[config.mk]
export PLATFORM = sky130hd
export DESIGN_NAME = sirv_plic_gen_flat
export DESIGN_NICKNAME = d
export VERILOG_FILES = /design/src/rtl/sirv_plic_gen_if.sv /design/src/rtl/sirv_plic_gen.sv /design/src/flat_wrapper.sv
export SDC_FILE = /design/constraint.sdc
export NUM_CORES = 1
export LEC_CHECK = 0
export ABC_AREA = 1
export BUFFER_PORTS_ARGS = -buffer_cell sky130_fd_sc_hd__buf_2
export CAP_MARGIN = 20
export CORE_MARGIN = 8
export CORE_UTILIZATION = 45
export CTS_CLUSTER_DIAMETER = 80
export DETAILED_ROUTE_END_ITERATION = 10
export HOLD_SLACK_MARGIN = 0.02
export SETUP_SLACK_MARGIN = 0.3
export SLEW_MARGIN = 20
export SYNTH_ARGS = -nofsm -noshare
export SYNTH_HDL_FRONTEND = slang
export SYNTH_SLANG_ARGS = --single-unit
[constraint.sdc]
create_clock -name clk -period 22 [get_ports clk]
set_input_delay 0 -clock clk [delete_from_list [all_inputs] [get_ports clk]]
set_output_delay 0 -clock clk [all_outputs]
set_load 0.005 [all_outputs]
[src/rtl/sirv_plic_gen_if.sv]
// ICB register-access bundle for the PLIC: command channel in, response channel out.
// master drives commands and response ready; slave answers with ready, valid and read data.
interface sirv_plic_gen_if;
    logic        icb_cmd_valid;
    logic        icb_cmd_ready;
    logic [23:0] icb_cmd_addr;
    logic        icb_cmd_read;
    logic [31:0] icb_cmd_wdata;
    logic        icb_rsp_valid;
    logic        icb_rsp_ready;
    logic [31:0] icb_rsp_rdata;

    modport master (
        output icb_cmd_valid, icb_cmd_addr, icb_cmd_read, icb_cmd_wdata, icb_rsp_ready,
        input  icb_cmd_ready, icb_rsp_valid, icb_rsp_rdata
    );

    modport slave (
        input  icb_cmd_valid, icb_cmd_addr, icb_cmd_read, icb_cmd_wdata, icb_rsp_ready,
        output icb_cmd_ready, icb_rsp_valid, icb_rsp_rdata
    );
endinterface

[src/rtl/sirv_plic_gen.sv]
// Parametrised PLIC: per-source level/edge gateway, priority arbitration, claim/complete over ICB.
// Optional macro PLIC_IRQ_SYNC_EN inserts a 2-flop synchroniser on plic_irq_i ahead of the gateway.
module sirv_plic_gen #(
    parameter int IRQ_NUM    = 18,
    parameter int PRIO_WIDTH = 3,
    parameter int ID_WIDTH   = 5,
    parameter int RSP_FLOP   = 1
) (
    input  logic                clk,
    input  logic                rst,
    sirv_plic_gen_if.slave      icb,
    input  logic [IRQ_NUM-1:0]  plic_irq_i,
    output logic                plic_irq_o
);

    localparam logic [21:0] W_PEND  = 22'h000400;
    localparam logic [21:0] W_TRIG  = 22'h000420;
    localparam logic [21:0] W_EN    = 22'h000800;
    localparam logic [21:0] W_THR   = 22'h080000;
    localparam logic [21:0] W_CLAIM = 22'h080001;

    logic [PRIO_WIDTH-1:0] prio [IRQ_NUM];
    logic [PRIO_WIDTH-1:0] threshold;
    logic [IRQ_NUM-1:0]    pending, enable, trig, in_service, edge_lat, prev;
    logic [IRQ_NUM-1:0]    pend_n, isv_n, lat_n;
    logic [IRQ_NUM-1:0]    src_raw, src;
    logic [ID_WIDTH-1:0]   winner, cmpl_id;
    logic [PRIO_WIDTH-1:0] best;
    logic [31:0]           rd_data;
    logic [21:0]           word;
    logic                  cmd_accept, wr_accept;
    logic                  claim_rd, cmpl_wr, prio_wr, en_wr, trig_wr, thr_wr;
    logic                  unused_bits;

`ifdef PLIC_IRQ_SYNC_EN
    logic [IRQ_NUM-1:0] sync1, sync2;

    always_ff @(posedge clk) begin
        if (rst) begin
            sync1 <= '0;
            sync2 <= '0;
        end else begin
            sync1 <= plic_irq_i;
            sync2 <= sync1;
        end
    end

    assign src_raw = sync2;
`else
    assign src_raw = plic_irq_i;
`endif

    assign src         = {src_raw[IRQ_NUM-1:1], 1'b0};
    assign word        = icb.icb_cmd_addr[23:2];
    assign cmd_accept  = icb.icb_cmd_valid && icb.icb_cmd_ready;
    assign wr_accept   = cmd_accept && !icb.icb_cmd_read;
    assign claim_rd    = cmd_accept && icb.icb_cmd_read && (word == W_CLAIM);
    assign cmpl_wr     = wr_accept && (word == W_CLAIM);
    assign prio_wr     = wr_accept && (word < 22'(IRQ_NUM));
    assign en_wr       = wr_accept && (word == W_EN);
    assign trig_wr     = wr_accept && (word == W_TRIG);
    assign thr_wr      = wr_accept && (word == W_THR);
    assign cmpl_id     = icb.icb_cmd_wdata[ID_WIDTH-1:0];
    assign unused_bits = ^{icb.icb_cmd_addr[1:0], icb.icb_cmd_wdata, src_raw[0],
                           prev[0], in_service[0], edge_lat[0]};

    // Descending scan with >= lets the lowest ID win a priority tie.
    always_comb begin
        winner = '0;
        best   = '0;
        for (int i = IRQ_NUM - 1; i >= 1; i--) begin
            if (enable[i] && pending[i] && (prio[i] > threshold) && (prio[i] >= best)) begin
                winner = ID_WIDTH'(i);
                best   = prio[i];
            end
        end
    end

    always_comb begin
        rd_data = '0;
        for (int i = 1; i < IRQ_NUM; i++) begin
            if (word == 22'(i)) rd_data = 32'(prio[i]);
        end
        case (word)
            W_PEND:  rd_data = 32'(pending);
            W_TRIG:  rd_data = 32'(trig);
            W_EN:    rd_data = 32'(enable);
            W_THR:   rd_data = 32'(threshold);
            W_CLAIM: rd_data = 32'(winner);
            default: ;
        endcase
    end

    // Gateway first, then claim/complete override it; in-service blocks re-pending until complete.
    always_comb begin
        pend_n = pending;
        isv_n  = in_service;
        lat_n  = edge_lat;
        for (int i = 1; i < IRQ_NUM; i++) begin
            if (trig[i]) begin
                if (src[i] && !prev[i]) begin
                    if (!pending[i] && !in_service[i]) pend_n[i] = 1'b1;
                    else                               lat_n[i]  = 1'b1;
                end
            end else if (src[i] && !pending[i] && !in_service[i]) begin
                pend_n[i] = 1'b1;
            end
            if (claim_rd && (winner == ID_WIDTH'(i))) begin
                pend_n[i] = 1'b0;
                isv_n[i]  = 1'b1;
            end
            if (cmpl_wr && (cmpl_id == ID_WIDTH'(i)) && in_service[i]) begin
                isv_n[i] = 1'b0;
                if (edge_lat[i]) begin
                    pend_n[i] = 1'b1;
                    lat_n[i]  = 1'b0;
                end
            end
        end
        if (trig_wr) lat_n = '0;
        pend_n[0] = 1'b0;
        isv_n[0]  = 1'b0;
        lat_n[0]  = 1'b0;
    end

    always_ff @(posedge clk) begin
        if (rst) begin
            for (int i = 0; i < IRQ_NUM; i++) prio[i] <= '0;
            threshold  <= '0;
            pending    <= '0;
            enable     <= '0;
            trig       <= '0;
            in_service <= '0;
            edge_lat   <= '0;
            prev       <= '0;
            plic_irq_o <= 1'b0;
        end else begin
            pending    <= pend_n;
            in_service <= isv_n;
            edge_lat   <= lat_n;
            prev       <= src;
            plic_irq_o <= (winner != '0);
            if (prio_wr) begin
                for (int i = 1; i < IRQ_NUM; i++) begin
                    if (word == 22'(i)) prio[i] <= icb.icb_cmd_wdata[PRIO_WIDTH-1:0];
                end
            end
            if (en_wr)   enable    <= {icb.icb_cmd_wdata[IRQ_NUM-1:1], 1'b0};
            if (trig_wr) trig      <= {icb.icb_cmd_wdata[IRQ_NUM-1:1], 1'b0};
            if (thr_wr)  threshold <= icb.icb_cmd_wdata[PRIO_WIDTH-1:0];
        end
    end

    generate
        if (RSP_FLOP != 0) begin : g_rsp_flop
            logic        rsp_valid_q;
            logic [31:0] rsp_rdata_q;

            assign icb.icb_cmd_ready = !rsp_valid_q || icb.icb_rsp_ready;
            assign icb.icb_rsp_valid = rsp_valid_q;
            assign icb.icb_rsp_rdata = rsp_rdata_q;

            always_ff @(posedge clk) begin
                if (rst) begin
                    rsp_valid_q <= 1'b0;
                    rsp_rdata_q <= '0;
                end else if (cmd_accept) begin
                    rsp_valid_q <= 1'b1;
                    rsp_rdata_q <= icb.icb_cmd_read ? rd_data : 32'h0;
                end else if (icb.icb_rsp_ready) begin
                    rsp_valid_q <= 1'b0;
                end
            end
        end else begin : g_rsp_comb
            assign icb.icb_cmd_ready = icb.icb_rsp_ready;
            assign icb.icb_rsp_valid = icb.icb_cmd_valid && !rst;
            assign icb.icb_rsp_rdata = (icb.icb_cmd_read && !rst) ? rd_data : 32'h0;
        end
    endgenerate

endmodule

[src/flat_wrapper.sv]
// flat-port wrapper written by rule: the top's interface ports become plain ports
module sirv_plic_gen_flat 
#(
    parameter int IRQ_NUM    = 18,
    parameter int PRIO_WIDTH = 3,
    parameter int ID_WIDTH   = 5,
    parameter int RSP_FLOP   = 1
)
  (clk, rst, plic_irq_i, plic_irq_o, icb_icb_cmd_valid, icb_icb_cmd_addr, icb_icb_cmd_read, icb_icb_cmd_wdata, icb_icb_rsp_ready, icb_icb_cmd_ready, icb_icb_rsp_valid, icb_icb_rsp_rdata);
  sirv_plic_gen_if icb_i ();
  input  logic clk;
  input  logic rst;
  input  logic [IRQ_NUM-1:0] plic_irq_i;
  output logic plic_irq_o;
  input wire logic [$bits(icb_i.icb_cmd_valid)-1:0] icb_icb_cmd_valid;
  input wire logic [$bits(icb_i.icb_cmd_addr)-1:0] icb_icb_cmd_addr;
  input wire logic [$bits(icb_i.icb_cmd_read)-1:0] icb_icb_cmd_read;
  input wire logic [$bits(icb_i.icb_cmd_wdata)-1:0] icb_icb_cmd_wdata;
  input wire logic [$bits(icb_i.icb_rsp_ready)-1:0] icb_icb_rsp_ready;
  output wire logic [$bits(icb_i.icb_cmd_ready)-1:0] icb_icb_cmd_ready;
  output wire logic [$bits(icb_i.icb_rsp_valid)-1:0] icb_icb_rsp_valid;
  output wire logic [$bits(icb_i.icb_rsp_rdata)-1:0] icb_icb_rsp_rdata;
  assign icb_i.icb_cmd_valid = icb_icb_cmd_valid;
  assign icb_i.icb_cmd_addr = icb_icb_cmd_addr;
  assign icb_i.icb_cmd_read = icb_icb_cmd_read;
  assign icb_i.icb_cmd_wdata = icb_icb_cmd_wdata;
  assign icb_i.icb_rsp_ready = icb_icb_rsp_ready;
  assign icb_icb_cmd_ready = icb_i.icb_cmd_ready;
  assign icb_icb_rsp_valid = icb_i.icb_rsp_valid;
  assign icb_icb_rsp_rdata = icb_i.icb_rsp_rdata;
  sirv_plic_gen #(.IRQ_NUM(IRQ_NUM), .PRIO_WIDTH(PRIO_WIDTH), .ID_WIDTH(ID_WIDTH), .RSP_FLOP(RSP_FLOP)) u_core (.clk(clk), .rst(rst), .icb(icb_i), .plic_irq_i(plic_irq_i), .plic_irq_o(plic_irq_o));
endmodule
Word level (Yosys, flattened, before mapping). Memories as Yosys holds them, arrays and structs flattened. Cells that the tools add are included.

Flip-flop bits (word level): 140. ROM bits: 0. Input bits: 79. Memory bits (writable): 54. Memories: 1. Word-level logic and storage cells: 734. Bits in latches: 0. Output and inout port bits: 35.

Memory list: u_core.prio (words 18, bits a word 3, rd ports 17, clocked after Yosys merged registers in 0, write ports 18, line sirv_plic_gen.sv:22) `logic [PRIO_WIDTH-1:0] prio [IRQ_NUM];`.

Reduce and logical (&&, ||, !) cells: 253. Order comparisons: 35. Equal/unequal tests: 56. Multiply operators: 0. Shift operators: 0. Multiplexer cells: 345. Div/mod/pow operators: 0. Add/subtract/negate cells: 0. Bitwise gates (word level): 17.

Operators with widths (number): two-way mux 1 bit (276); logical AND 1 bit (179); equality test 22 x 4 -> 1 bit (second input constant) (8); two-way mux 3 bit (50); case mux 18 bit (5 select lines) (1); equality test 22 x 3 -> 1 bit (second input constant) (4); two-way mux 5 bit (17); equality test 5 x 4 -> 1 bit (second input constant) (16); logical NOT 1 bit (53); greater-than comparator 3 bit (17); >= comparator 3 bit (16); equality test 22 x 11 -> 1 bit (second input constant) (2); equality test 22 x 2 -> 1 bit (second input constant) (2); equality test 22 x 20 -> 1 bit (second input constant) (2); equality test 22 x 5 -> 1 bit (second input constant) (2); equality test 5 x 3 -> 1 bit (second input constant) (8); OR reduction 2 bit (18); equality test 22 x 1 -> 1 bit (second input constant) (1); equality test 22 x 12 -> 1 bit (second input constant) (1); < comparator 22 x 5 -> 1 bit (second input constant) (1); equality test 5 x 2 -> 1 bit (second input constant) (4); equality test 5 bit (second input constant) (4); two-way mux 18 bit (1); bitwise OR 1 bit (17); 5 further kinds (6).

Depth between registers and ports, before layout. An unclocked memory read counts as a cell.

Depth in word-level cells: 58. Gate-level depth with buffers: 165.

Least setup slack after synthesis. Ideal clock, no wire load.

Kind: register to register. Start point: register u_core.threshold[2]. End point: register u_core.in_service[11]. Slack: 5.110 ns. Setup time: 0.130 ns. Stages on the path, launching flop included: 165. Data arrival time: 16.760 ns. Data required time: 21.870 ns. Path buffers: 1. Path through: dfxtp_1 -> inv_1 -> ha_1 -> nand3_1 -> nand2_1 -> inv_1 -> nand2_1 -> inv_1 -> nand2_1 -> ha_1 -> a21oi_1 -> nand3_1 -> nand2_2 -> nand2_1 -> o21ai_0 -> ha_1 -> inv_1 -> nand2_1 -> (+129 left out) -> nand2_1 -> nand2_1 -> o21ai_1 -> ha_1 -> a21oi_1 -> o21ai_0 -> a31oi_1 -> nor3_1 -> inv_1 -> nand2_1 -> a2111oi_0 -> nand4_1 -> inv_1 -> nand2_1 -> nand2_1 -> nor2_4 -> a21oi_1 -> nor3_2.

Longest elaborated chain between the ends: 54. Elaborated cells between the ends (all ways): 102.

RTL lines: from (decl) (line sirv_plic_gen.sv:23) `logic [PRIO_WIDTH-1:0] threshold;`; from (signal assigned) (line sirv_plic_gen.sv:150) `if (thr_wr) threshold <= icb.icb_cmd_wdata[PRIO_WIDTH-1:0];`; greater-than comparator 3 bit (line sirv_plic_gen.sv:72) `if (enable[i] && pending[i] && (prio[i] > threshold) && (prio[i] >= best)) begin`; logical AND 1 bit (2 in series) (line sirv_plic_gen.sv:72); two-way mux 3 bit (line sirv_plic_gen.sv:72); >= comparator 3 bit (line sirv_plic_gen.sv:72); logical AND 1 bit (line sirv_plic_gen.sv:72); two-way mux 3 bit (line sirv_plic_gen.sv:72); >= comparator 3 bit (line sirv_plic_gen.sv:72); logical AND 1 bit (line sirv_plic_gen.sv:72); (+37 left out); >= comparator 3 bit (line sirv_plic_gen.sv:72); logical AND 1 bit (line sirv_plic_gen.sv:72); two-way mux 3 bit (line sirv_plic_gen.sv:72); >= comparator 3 bit (line sirv_plic_gen.sv:72); logical AND 1 bit (line sirv_plic_gen.sv:72); two-way mux 5 bit (*) (line sirv_plic_gen.sv:72); equality test 5 x 4 -> 1 bit (*) (line sirv_plic_gen.sv:108) `if (claim_rd && (winner == ID_WIDTH'(i))) begin`; logical AND 1 bit (*) (line sirv_plic_gen.sv:108); to (signal assigned) (line sirv_plic_gen.sv:139) `in_service <= isv_n;`; to (decl) (line sirv_plic_gen.sv:24) `logic [IRQ_NUM-1:0] pending, enable, trig, in_service, edge_lat, prev;`.

Mark *: on every way between the ends. The rest lies on a longest branch, timed or not. A chain may end at the register's enable or synchronous reset.

Final worst setup path.
Start point: register u_core.threshold[1]. End point: register u_core.pending[2].

Longest elaborated chain between the ends: 57. Elaborated cells between the ends (all ways): 105.

RTL lines: greater-than comparator 3 bit (line sirv_plic_gen.sv:72); logical AND 1 bit (2 in series) (line sirv_plic_gen.sv:72); two-way mux 3 bit (line sirv_plic_gen.sv:72); >= comparator 3 bit (line sirv_plic_gen.sv:72); logical AND 1 bit (line sirv_plic_gen.sv:72); two-way mux 3 bit (line sirv_plic_gen.sv:72); >= comparator 3 bit (line sirv_plic_gen.sv:72); logical AND 1 bit (line sirv_plic_gen.sv:72); (+40 left out); >= comparator 3 bit (line sirv_plic_gen.sv:72); logical AND 1 bit (line sirv_plic_gen.sv:72); two-way mux 5 bit (*) (line sirv_plic_gen.sv:72); equality test 5 x 2 -> 1 bit (*) (line sirv_plic_gen.sv:108); logical AND 1 bit (*) (line sirv_plic_gen.sv:108); two-way mux 1 bit (*) (line sirv_plic_gen.sv:108); two-way mux 1 bit (line sirv_plic_gen.sv:114) `if (edge_lat[i]) begin`; two-way mux 1 bit (*) (line sirv_plic_gen.sv:112) `if (cmpl_wr && (cmpl_id == ID_WIDTH'(i)) && in_service[i]) begin`; to (signal assigned) (line sirv_plic_gen.sv:138) `pending <= pend_n;`; to (decl) (line sirv_plic_gen.sv:24).

Marks and branches as above.

==> results.py <==
metrics = {
    "floorplan": {
        "io_pins": 114,
        "rows": 59,
        "die_y_um": 177,
        "die_w_um": 177,
        "start_util": 0.453,
        "core_region_area_um2": 25800,
        "dieArea_um2": 31300,
    },
    "pwr": {
        "pwr-share-comb": 0.076,
        "internal_power_uw": 521,
        "sw_frac_of_total": 0.266,
        "power.switching_uw": 189,
        "pwr-share-clk": 0.439,
        "finalPower_uw": 709,
        "powerDensity_nw_per_um2": 53.0,
        "p_leak_nw": 5.63,
        "power_frac_seq": 0.485,
        "ir_worst_vdd_uv": 51.7,
    },
    "synth": {
        "synth_flop_cell": "dfxtp_1",
        "ys_seq_area_frac": 0.346,
        "ys_ff_latch": 176,
        "synth_cell_types": 50,
        "synthArstFlopShare": 0,
        "ys_warn_count": 0,
        "synth_edf_count": 51,
        "netlist_area_um2": 11700,
        "postSynthCellCount": 1604,
        "avgSynthCellArea_um2": 7.27,
    },
    "routing": {
        "drc": 0,
        "routed.top_layer": "met4",
        "wl_met2_um": 16100,
        "drtIter0Drc": 858,
        "wl_per_cell_um": 17.0,
        "wl_met3_um": 1680,
        "firstDrtPassIters": 5,
        "drtAntennaViolNets": 0,
        "vias": 11139,
        "routed_wl_um": 35100,
        "vias_per_cell": 5.39,
        "drt-met1-wl_um": 16200,
    },
    "global_routing": {
        "grt_first_pass_wirelength_um": 55300,
        "track_usage": 0.223,
        "first_global_vias": 10671,
        "antenna_found_initial": 0,
        "grt_max_degree": 51,
        "gr-total-overflow": 0,
    },
    "setup_path": {
        "timing.rr.start": "u_core.threshold[1]",
        "worst_path_most_repeated_cell": "nand2_1",
        "slowest_stage": "o21ai_0",
        "worst_setup_path_start_kind": "flip-flop",
        "cp_slowest_stage_delay_ns": 0.35,
        "crit_end": "u_core.pending[2]",
        "reg2reg_depth": 159,
        "cp-startpoint": "u_core.threshold[1]",
        "reg2reg_slack_ns": 2.86,
        "end_kind": "flip-flop",
        "worstReg2RegEnd": "u_core.pending[2]",
        "cp.required_ns": 22.37,
        "path_max_fanout": 17,
        "worst-endpoint-arrival_ns": 19.51,
        "critPathKind": "flip-flop to flip-flop",
    },
    "placement": {
        "placed_cell_area_um2": 12300,
        "hpwl_um": 25600,
        "io_buffers": 82,
        "place_congestion": 0.880,
    },
    "sta": {
        "setup_violations": 0,
        "hold_ws_ns": 0.0325,
        "tightest_slew_ns": 1.10,
        "clock_skew_ns": 0.0137,
        "finalSetupTns_ns": 0,
        "hold_viol": 0,
        "fin_crit_sh": 0.870,
        "fin_crit_ns": 19.14,
        "slew_violations": 0,
        "fmax_ghz": 0.0522,
        "rsz0062_at_grt": "false",
        "slew_headroom": 0.264,
    },
    "cts": {
        "numCtsBuffers": 17,
        "cts.sink_count": 176,
        "cts-root-buf": "clkbuf_16",
        "cts_tree": "yes",
        "cts_buffer_depth": 2,
        "path_clk_slew_ns": 0.08,
        "cts_max_level": 4,
        "clk_latency_ns": 0.44,
    },
    "layout": {
        "final_common_cell": "nand2_1",
        "area_growth_syn_to_layout_pct": 14.8,
        "final_area_um2": 13400,
        "final_cell_mix": "276 x nand2_1, 239 x inv_1, 199 x nor2_1",
        "seq_area_um2": 4030,
        "nFillCells": 2531,
        "nets": 1884,
        "diodes": 0,
        "layout-drive-gt1-share": 0.125,
        "multiInputGateArea_um2": 6480,
    },
    "run": {
        "max_cap_violations": 0,
    },
    "status": {
        "status": "finished clean",
    },
    "worst_hold_path": {
        "worstHoldStart": "rst",
        "hold_class": "primary input to flip-flop",
    },
}
==> cell families (layout without fill, tap and decap cells) <==
family                     Yosys count  count (layout)  share of synthesized area
AOI/OAI and AO/OA                  312             312                      0.166
adders and majority gates           85              85                     0.0912
other                                1              14                   0.000322
buffers and inverters              299             414                      0.104
DFF                                176             176                      0.346
and+or+nand+nor                    731             731                      0.293
==> timing repair <==
action / CTS / global route
buffers inserted: 0 / 2
hold endpoints to repair: 76 / 0
hold buffers: 43 / 0
gates resized for setup: 0 / 8
endpoints found under the setup margin: 0 / 34
==> final cells by class <==
| type | count | area share |
|---|---|---|
| tap | 335 | 0.0313 |
| clock inverter | 14 | 0.0127 |
| multi-input combinational | 1142 | 0.484 |
| timing repair buffer | 136 | 0.0695 |
| sequential | 176 | 0.301 |
| inverter | 247 | 0.0693 |
| clock buffer | 17 | 0.0318 |
==> sequential cells by signal, indices dropped and copies added (netlist names) <==
register / cells
u_core.edge_lat: 17
u_core.enable: 17
u_core.icb.icb_rsp_rdata: 18
u_core.icb.icb_rsp_valid: 1
u_core.in_service: 17
u_core.pending: 17
u_core.plic_irq_o: 1
u_core.prev: 17
u_core.prio: 51
u_core.threshold: 3
u_core.trig: 17
==> synthesized netlist by cell type (4+ instances only) <==
library cell    n  area share
o221ai_1       13      0.0098
a41oi_1        10      0.0075
nand2_4        12       0.012
edfxtp_1       51        0.13
buf_4          15      0.0097
a311oi_1       13      0.0098
o21ai_0        75       0.032
a211oi_1       40       0.026
nor3b_1        17       0.011
nor3_1         57       0.024
o211ai_1       21       0.014
a21oi_1       100       0.043
dfxtp_1       125        0.21
clkbuf_1       29      0.0093
nand3_1        71       0.030
a221oi_1        4      0.0030
nand2_2        40       0.021
or2_2           4      0.0021
nor4_1         14      0.0075
ha_1           85       0.091
clkinv_1        4      0.0013
inv_2           4      0.0013
inv_1         239       0.077
o22ai_1         5      0.0027
nor2_4          4      0.0039
nand3_2        14       0.012
nor2_1        199       0.064
o21ai_1        13      0.0056
nand2_1       278       0.089
nand4_1        11      0.0059
==> worst min-delay path by stage <==
stage / end / slack [ns] / cells after the start
2_1_floorplan: icb_icb_cmd_ready / 0.10 / 2
3_3_place_gp: u_core.prev[2] / 0.23 / 3
3_5_place_dp: u_core.prev[2] / 0.24 / 3
4_1_cts: u_core.pending[14] / 0.02 / 2
5_1_grt: u_core.pending[9] / 0.05 / 2
6_report: u_core.icb.icb_rsp_rdata[9] / 0.03 / 2
==> through the flow <==
stage | cells | setup WS, ns | utilization
CTS | 2065 | 2.26 | 0.518
global placement | 1991 | 2.51 | 0.478
floorplan | 1617 | 5.11 | -
finish | 2067 | 2.86 | 0.520
global route | 2067 | 0.330 | 0.520
detailed placement | 1991 | 2.31 | 0.478
==> per-layer routing <==
layer,vias up,track usage
met1,5145,0.284
met4,0,0.0834
met2,302,0.377
li1,5623,-
met3,69,0.0322
met5,-,0
==> power by group through the flow <==
stage	Combinational [mW]	Sequential (mW)	Clock (mW)
4_1_cts	0.0533	0.344	0.313
2_1_floorplan	0.0323	0.350	0
5_1_grt	0.0604	0.345	0.325
3_5_place_dp	0.0473	0.351	0
3_3_place_gp	0.0462	0.351	0
6_report	0.0538	0.344	0.312
==> critical path: cells and delay by family (launching register included) <==
family,cells,cell delay [ns]
AND/OR/NAND/NOR,77,6.38
AO/OA/AOI/OAI,35,5.29
adder cells (fa/ha/maj),17,4.90
buffers and inverters,30,2.10
flip-flops,1,0.32
Note: power is estimated with default switching activity, not from simulation.
